[config.mk]
export PLATFORM = sky130hd
export DESIGN_NAME = des_round_sched
export DESIGN_NICKNAME = d
export VERILOG_FILES = /design/src/rtl/des_pkg.sv /design/src/rtl/des_rr_arb.sv /design/src/rtl/des_round_sched.sv
export SDC_FILE = /design/constraint.sdc
export NUM_CORES = 1
export LEC_CHECK = 0
export BUFFER_PORTS_ARGS = -buffer_cell sky130_fd_sc_hd__buf_2
export CAP_MARGIN = 15
export CORE_MARGIN = 2
export CORE_UTILIZATION = 30
export CTS_BUF_LIST = sky130_fd_sc_hd__clkbuf_4
export DETAILED_ROUTE_END_ITERATION = 10
export GPL_TIMING_DRIVEN = 1
export PLACE_DENSITY = 0.53
export SYNTH_ARGS = -nofsm -noshare
export SYNTH_HDL_FRONTEND = slang
export SYNTH_SLANG_ARGS = --single-unit
export TNS_END_PERCENT = 10
[constraint.sdc]
create_clock -name clk -period 1.7 [get_ports clk]
set_input_delay 0.255 -clock clk [delete_from_list [all_inputs] [get_ports clk]]
set_output_delay 0.255 -clock clk [all_outputs]
set_load 0.02 [all_outputs]
[src/rtl/des_pkg.sv]
// Shared types and constants for the DES round scheduler: FSM states, round
// count and the per-round key-half rotate table for the encrypt direction.
package des_pkg;

  localparam int ROUNDS = 16;

  typedef enum logic [2:0] {
    S_IDLE  = 3'd0,
    S_LOAD  = 3'd1,
    S_ROUND = 3'd2,
    S_FINAL = 3'd3,
    S_RESP  = 3'd4
  } des_state_e;

  // Entry [i] is the encrypt rotate amount for round i (element 0 is rightmost).
  localparam logic [15:0][1:0] ENC_SHIFT = {
    2'd1, 2'd2, 2'd2, 2'd2, 2'd2, 2'd2, 2'd2, 2'd1,
    2'd2, 2'd2, 2'd2, 2'd2, 2'd2, 2'd2, 2'd1, 2'd1
  };

  function automatic logic [1:0] enc_shift(input logic [3:0] idx);
    return ENC_SHIFT[idx];
  endfunction

endpackage

[src/rtl/des_rr_arb.sv]
// NREQ-way round-robin arbiter: combinational one-hot grant plus index; the
// pointer remembers the last winner and only moves when advance_i is high.
module des_rr_arb #(
  parameter int NREQ = 2
) (
  input  logic                     clk,
  input  logic                     reset,
  input  logic [NREQ-1:0]          req_i,
  input  logic                     advance_i,
  output logic [NREQ-1:0]          grant_oh_o,
  output logic [$clog2(NREQ)-1:0]  grant_idx_o,
  output logic                     any_o
);

  localparam int IW = $clog2(NREQ);

  logic [IW-1:0] last_q;
  logic [IW-1:0] cidx;
  int            cand;

  // Search starts one past the last winner; reset value makes requester 0 first.
  always_comb begin
    grant_oh_o  = '0;
    grant_idx_o = '0;
    any_o       = 1'b0;
    cand        = 0;
    cidx        = '0;
    for (int off = 1; off <= NREQ; off++) begin
      cand = (int'(last_q) + off) % NREQ;
      cidx = cand[IW-1:0];
      if (!any_o && req_i[cidx]) begin
        any_o            = 1'b1;
        grant_oh_o[cidx] = 1'b1;
        grant_idx_o      = cidx;
      end
    end
  end

  always_ff @(posedge clk) begin
    if (reset) begin
      last_q <= IW'(NREQ - 1);
    end else if (advance_i) begin
      last_q <= grant_idx_o;
    end
  end

endmodule

[src/rtl/des_round_sched.sv]
// Time-shares one DES round datapath among NREQ requesters: arbitrate, load,
// 16 rounds, final permutation, then hold the result until taken.
// Decrypt key schedule is built only when DES_SCHED_DECRYPT_EN is defined.
module des_round_sched
  import des_pkg::*;
#(
  parameter int NREQ = 2
) (
  input  logic                     clk,
  input  logic                     reset,
  input  logic [NREQ-1:0]          req_valid,
  input  logic [NREQ-1:0]          req_decrypt,
  output logic [NREQ-1:0]          req_ready,
  output logic [$clog2(NREQ)-1:0]  grant_id,
  output logic                     dp_load,
  output logic                     dp_round_en,
  output logic [1:0]               dp_shift_amt,
  output logic                     dp_shift_dir,
  output logic                     dp_final,
  output logic [3:0]               round_idx,
  output logic                     rsp_valid,
  input  logic                     rsp_ready,
  output logic [$clog2(NREQ)-1:0]  rsp_id,
  output logic                     busy,
  output des_state_e               dbg_state
);

  localparam int IW = $clog2(NREQ);

  // Handshakes: a transfer happens on a rising edge where valid & ready are
  // both high; ready never depends on rsp_ready, and rsp_valid holds until taken.
  des_state_e     state_q, state_d;
  logic [3:0]     round_q, round_d;
  logic [IW-1:0]  grant_q, grant_d;
  logic [NREQ-1:0] arb_oh;
  logic [IW-1:0]  arb_idx;
  logic           arb_any;
  logic           accept;

  assign accept = (state_q == S_IDLE) && arb_any;

  des_rr_arb #(.NREQ(NREQ)) u_arb (
    .clk         (clk),
    .reset       (reset),
    .req_i       (req_valid),
    .advance_i   (accept),
    .grant_oh_o  (arb_oh),
    .grant_idx_o (arb_idx),
    .any_o       (arb_any)
  );

`ifdef DES_SCHED_DECRYPT_EN
  logic mode_q;

  always_ff @(posedge clk) begin
    if (reset) begin
      mode_q <= 1'b0;
    end else if (accept) begin
      mode_q <= req_decrypt[arb_idx];
    end
  end
`else
  logic unused_decrypt;
  assign unused_decrypt = ^req_decrypt;
`endif

  always_comb begin
    state_d      = state_q;
    round_d      = round_q;
    grant_d      = grant_q;
    req_ready    = '0;
    dp_load      = 1'b0;
    dp_round_en  = 1'b0;
    dp_shift_amt = 2'd0;
    dp_shift_dir = 1'b0;
    dp_final     = 1'b0;
    rsp_valid    = 1'b0;
    case (state_q)
      S_IDLE: begin
        req_ready = arb_oh;
        if (arb_any) begin
          state_d = S_LOAD;
          grant_d = arb_idx;
        end
      end
      S_LOAD: begin
        dp_load = 1'b1;
        round_d = 4'd0;
        state_d = S_ROUND;
      end
      S_ROUND: begin
        dp_round_en = 1'b1;
`ifdef DES_SCHED_DECRYPT_EN
        // Decrypt rotates right; round 0 needs no rotate, the rest mirror encrypt.
        dp_shift_dir = mode_q;
        dp_shift_amt = (mode_q && round_q == 4'd0) ? 2'd0 : enc_shift(round_q);
`else
        dp_shift_amt = enc_shift(round_q);
`endif
        round_d = round_q + 4'd1;
        if (round_q == 4'(ROUNDS - 1)) begin
          state_d = S_FINAL;
        end
      end
      S_FINAL: begin
        dp_final = 1'b1;
        state_d  = S_RESP;
      end
      S_RESP: begin
        rsp_valid = 1'b1;
        if (rsp_ready) begin
          state_d = S_IDLE;
        end
      end
      default: state_d = S_IDLE;
    endcase
  end

  always_ff @(posedge clk) begin
    if (reset) begin
      state_q <= S_IDLE;
      round_q <= 4'd0;
      grant_q <= '0;
    end else begin
      state_q <= state_d;
      round_q <= round_d;
      grant_q <= grant_d;
    end
  end

  assign grant_id  = grant_q;
  assign rsp_id    = grant_q;
  assign round_idx = round_q;
  assign busy      = (state_q != S_IDLE);
  assign dbg_state = state_q;

endmodule
==> key figures <==
Clocking
  • Clock Latency Late Sink: 260 ps
  • Clk root buf: clkbuf_4
  • CTS H-tree lvls: 1
  • Clk slew on worst S/H paths: 70 ps
  • CTS max path bufs: 2
  • TritonCTS Sinks: 11
  • Num CTS Buffers: 3
  • TritonCTS clock tree: yes

Finish
  • Post-layout nets: 118
  • Layout area overhead: 42.6%
  • Register Area: 234 µm²
  • Ant diodes: 0
  • Fin cells: 137
  • Fill cell total of the finished layout: 224
  • Most frequent cells in the layout: 20 x buf_2, 13 x buf_4, 6 x dfxtp_1
  • Share of cells above drive strength 1: 0.532
  • Core Util, Final: 0.448
  • Area of the multi-input gates: 405 µm²
  • Most common cell after layout, fill and taps aside: buf_2

Power
  • Pwr Density: 1060 mW/mm²
  • Switch share: 0.377
  • Net switching power: 0.387 mW
  • Clock Power Share: 0.185
  • Lkg Pwr: 0.487 nW
  • Comb power frac: 0.503
  • Worst VDD drop: 0.000585 V
  • Flop pwr share: 0.313
  • Design internal power: 0.638 mW

Place
  • Post-Place Worst Slack: 12.4 ps
  • DP HPWL: 1160 µm
  • Placed insts: 128
  • I/O Buffers: 22
  • Placer Congestion: 0.777

Worst setup path
  • CP Class: flip-flop to flip-flop
  • CP Capture Type: flip-flop
  • Req. time, crit path: 1850 ps
  • Critical path launch point type: flip-flop
  • CP max stage delay: 400 ps
  • CP delay by family, top: compound AO/OA/AOI/OAI gates
  • CP cell instances: buf_12 -> buf_4 -> nor3b_1 -> a221oi_1 -> a311o_2 -> mux2_4
  • CP Buf/Inv Count: 2
  • CP Data Arrival Time: 1860 ps
  • Max FO, Critical Path: 8
  • Slowest-stage cell, CP: a311o_2

Floorplan
  • Die width: 51.6 µm
  • Row count: 17
  • Die ar.: 0.00267 mm²
  • Initial Util: 0.314
  • Core outline area: 0.00217 mm²
  • Top Ports: 26
  • Die Ht: 51.6 µm

Drt
  • Antenna-violating nets left: 0
  • DRT Pass-1 Iters: 2
  • DR vias/cell: 4.72
  • Post-DR wirelength/cell: 11.5 µm
  • Initial DRC count: 3
  • DRC: 0
  • Routed wire length: 1580 µm
  • DR vias: 647

STA
  • Fin. Hold Viols: 0
  • Hold WS: 294 ps
  • Fmax: 0.585 GHz
  • Final period utilization: 1.01
  • Setup tns final: -9.58 ps
  • RSZ-0062 raised after global routing: yes
  • Max Slew Vio Count: 0
  • Period minus WS final: 1710 ps
  • Layout Skew: 0.741 ps
  • Setup violators final: 1
  • Worst setup margin: -9.58 ps

Global route
  • Gr usage total: 0.131
  • Pin count of the biggest net entering global routing: 13
  • Vias in the first global route: 575
  • First-pass GRT wire length: 2590 µm
  • Antenna violations before repair: 0
  • Congestion Overflow GR: 0

Logic synthesis
  • Post-synthesis sequential area ratio: 0.324
  • Syn_area_per_cell: 8.96 µm²
  • Cell count after synthesis: 76
  • Syn Nets: 84
  • Synth top area cells: dfxtp_1 32%, buf_6 5.0%, a21oi_1 4.4%, nor3b_1 4.4%, nor2_8 2.9%
  • Synthesized flop and latch total: 11
  • Ys Warns: 0
  • Netlist Area Pre-Place: 681 µm²
  • Post-synth top area share: 0.324
  • Count of cell types in the netlist: 34
  • Post-synthesis cell type with the largest combined area: dfxtp_1

Run status
  • Violated checks: negative setup slack
  • Status: finished with violations

Flow run
  • # Max-Cap Violations: 0

Min path
  • Type of the most critical hold path: primary input to flip-flop
cells by family (layout without fill, tap and decap cells):
group / count (synthesis) / count (layout) / share of synthesized area
buffers and inverters: 12 / 45 / 0.129
adder cells (fa/ha/maj): 1 / 1 / 0.0184
XOR/XNOR: 1 / 1 / 0.0129
AND/OR/NAND/NOR: 28 / 28 / 0.265
flip-flops: 11 / 11 / 0.324
AO/OA/AOI/OAI: 20 / 20 / 0.210
other: 1 / 1 / 0.00551
multiplexers: 2 / 2 / 0.0368
path summary, 6_finish.rpt:
check | depth (start not counted) | slack [ps] | start | to
worst min-delay path | 4 | 290 | rsp_ready | dbg_state[2]
worst max-delay path | 6 | -10 | dbg_state[1] | flip-flop
worst max register to register | 6 | -10 | dbg_state[1] | flip-flop
worst min register to register | 2 | 470 | grant_id | grant_id
through the flow:
| step | power, mW | instance area, µm² |
|---|---|---|
| 3_5_place_dp | 0.734 | 831 |
| 5_1_grt | 1.10 | 971 |
| 4_1_cts | 0.966 | 886 |
| 2_1_floorplan | 0.630 | 683 |
| 3_3_place_gp | 0.728 | 831 |
| 6_report | 1.02 | 971 |
layer usage:
layer	GRT usage	wire length [µm]	vias to the layer above
met5	0	0	-
met4	0.0658	0	0
met3	0.0345	74	0
met2	0.201	760	19
met1	0.169	741	294
li1	-	-	334
cell type report:
type	instances	area share
clock buffer	4	0.0309
inverter	4	0.0155
multi-input combinational	53	0.418
sequential	11	0.241
tap	28	0.0361
timing repair buffer	37	0.259
cell usage after synthesis:
cell      number
a211o_1        2
a21o_1         2
a21oi_1        6
a221oi_1       2
a311o_2        1
a31oi_1        2
a41oi_2        1
and2_1         3
and2b_1        1
and3_1         3
buf_2          1
buf_4          2
buf_6          3
buf_8          1
clkbuf_1       1
conb_1         1
dfxtp_1       11
ha_1           1
inv_1          4
mux2_4         1
mux2i_1        1
nand2_1        3
nand3_1        2
nand4b_1       1
nor2_1         5
nor2_8         1
nor2b_1        1
nor3_1         3
nor3b_1        4
nor4b_2        1
o21ai_0        1
o21ai_1        2
o31ai_1        1
xnor2_1        1
worst min-delay path, cell delays in order:
cell and delay [ps]:
buf_2 100, inv_1 40, a21oi_1 60, nor2_1 70
power by group through the flow:
stage          Combinational (mW)  Sequential [mW]  Clock [mW]
2_1_floorplan               0.286            0.344           0
3_3_place_gp                0.404            0.325           0
3_5_place_dp                0.407            0.326           0
4_1_cts                     0.438            0.324       0.204
5_1_grt                     0.561            0.323       0.216
6_report                    0.515            0.320       0.189
repair_timing:
item / CTS / global route
setup buffers: 1 / 4
pin swaps: 1 / 4
hold buffers: 0 / 0
endpoints found under the setup margin: 2 / 3
gates resized for setup: 6 / 13
(Power assumes the default switching activity.)
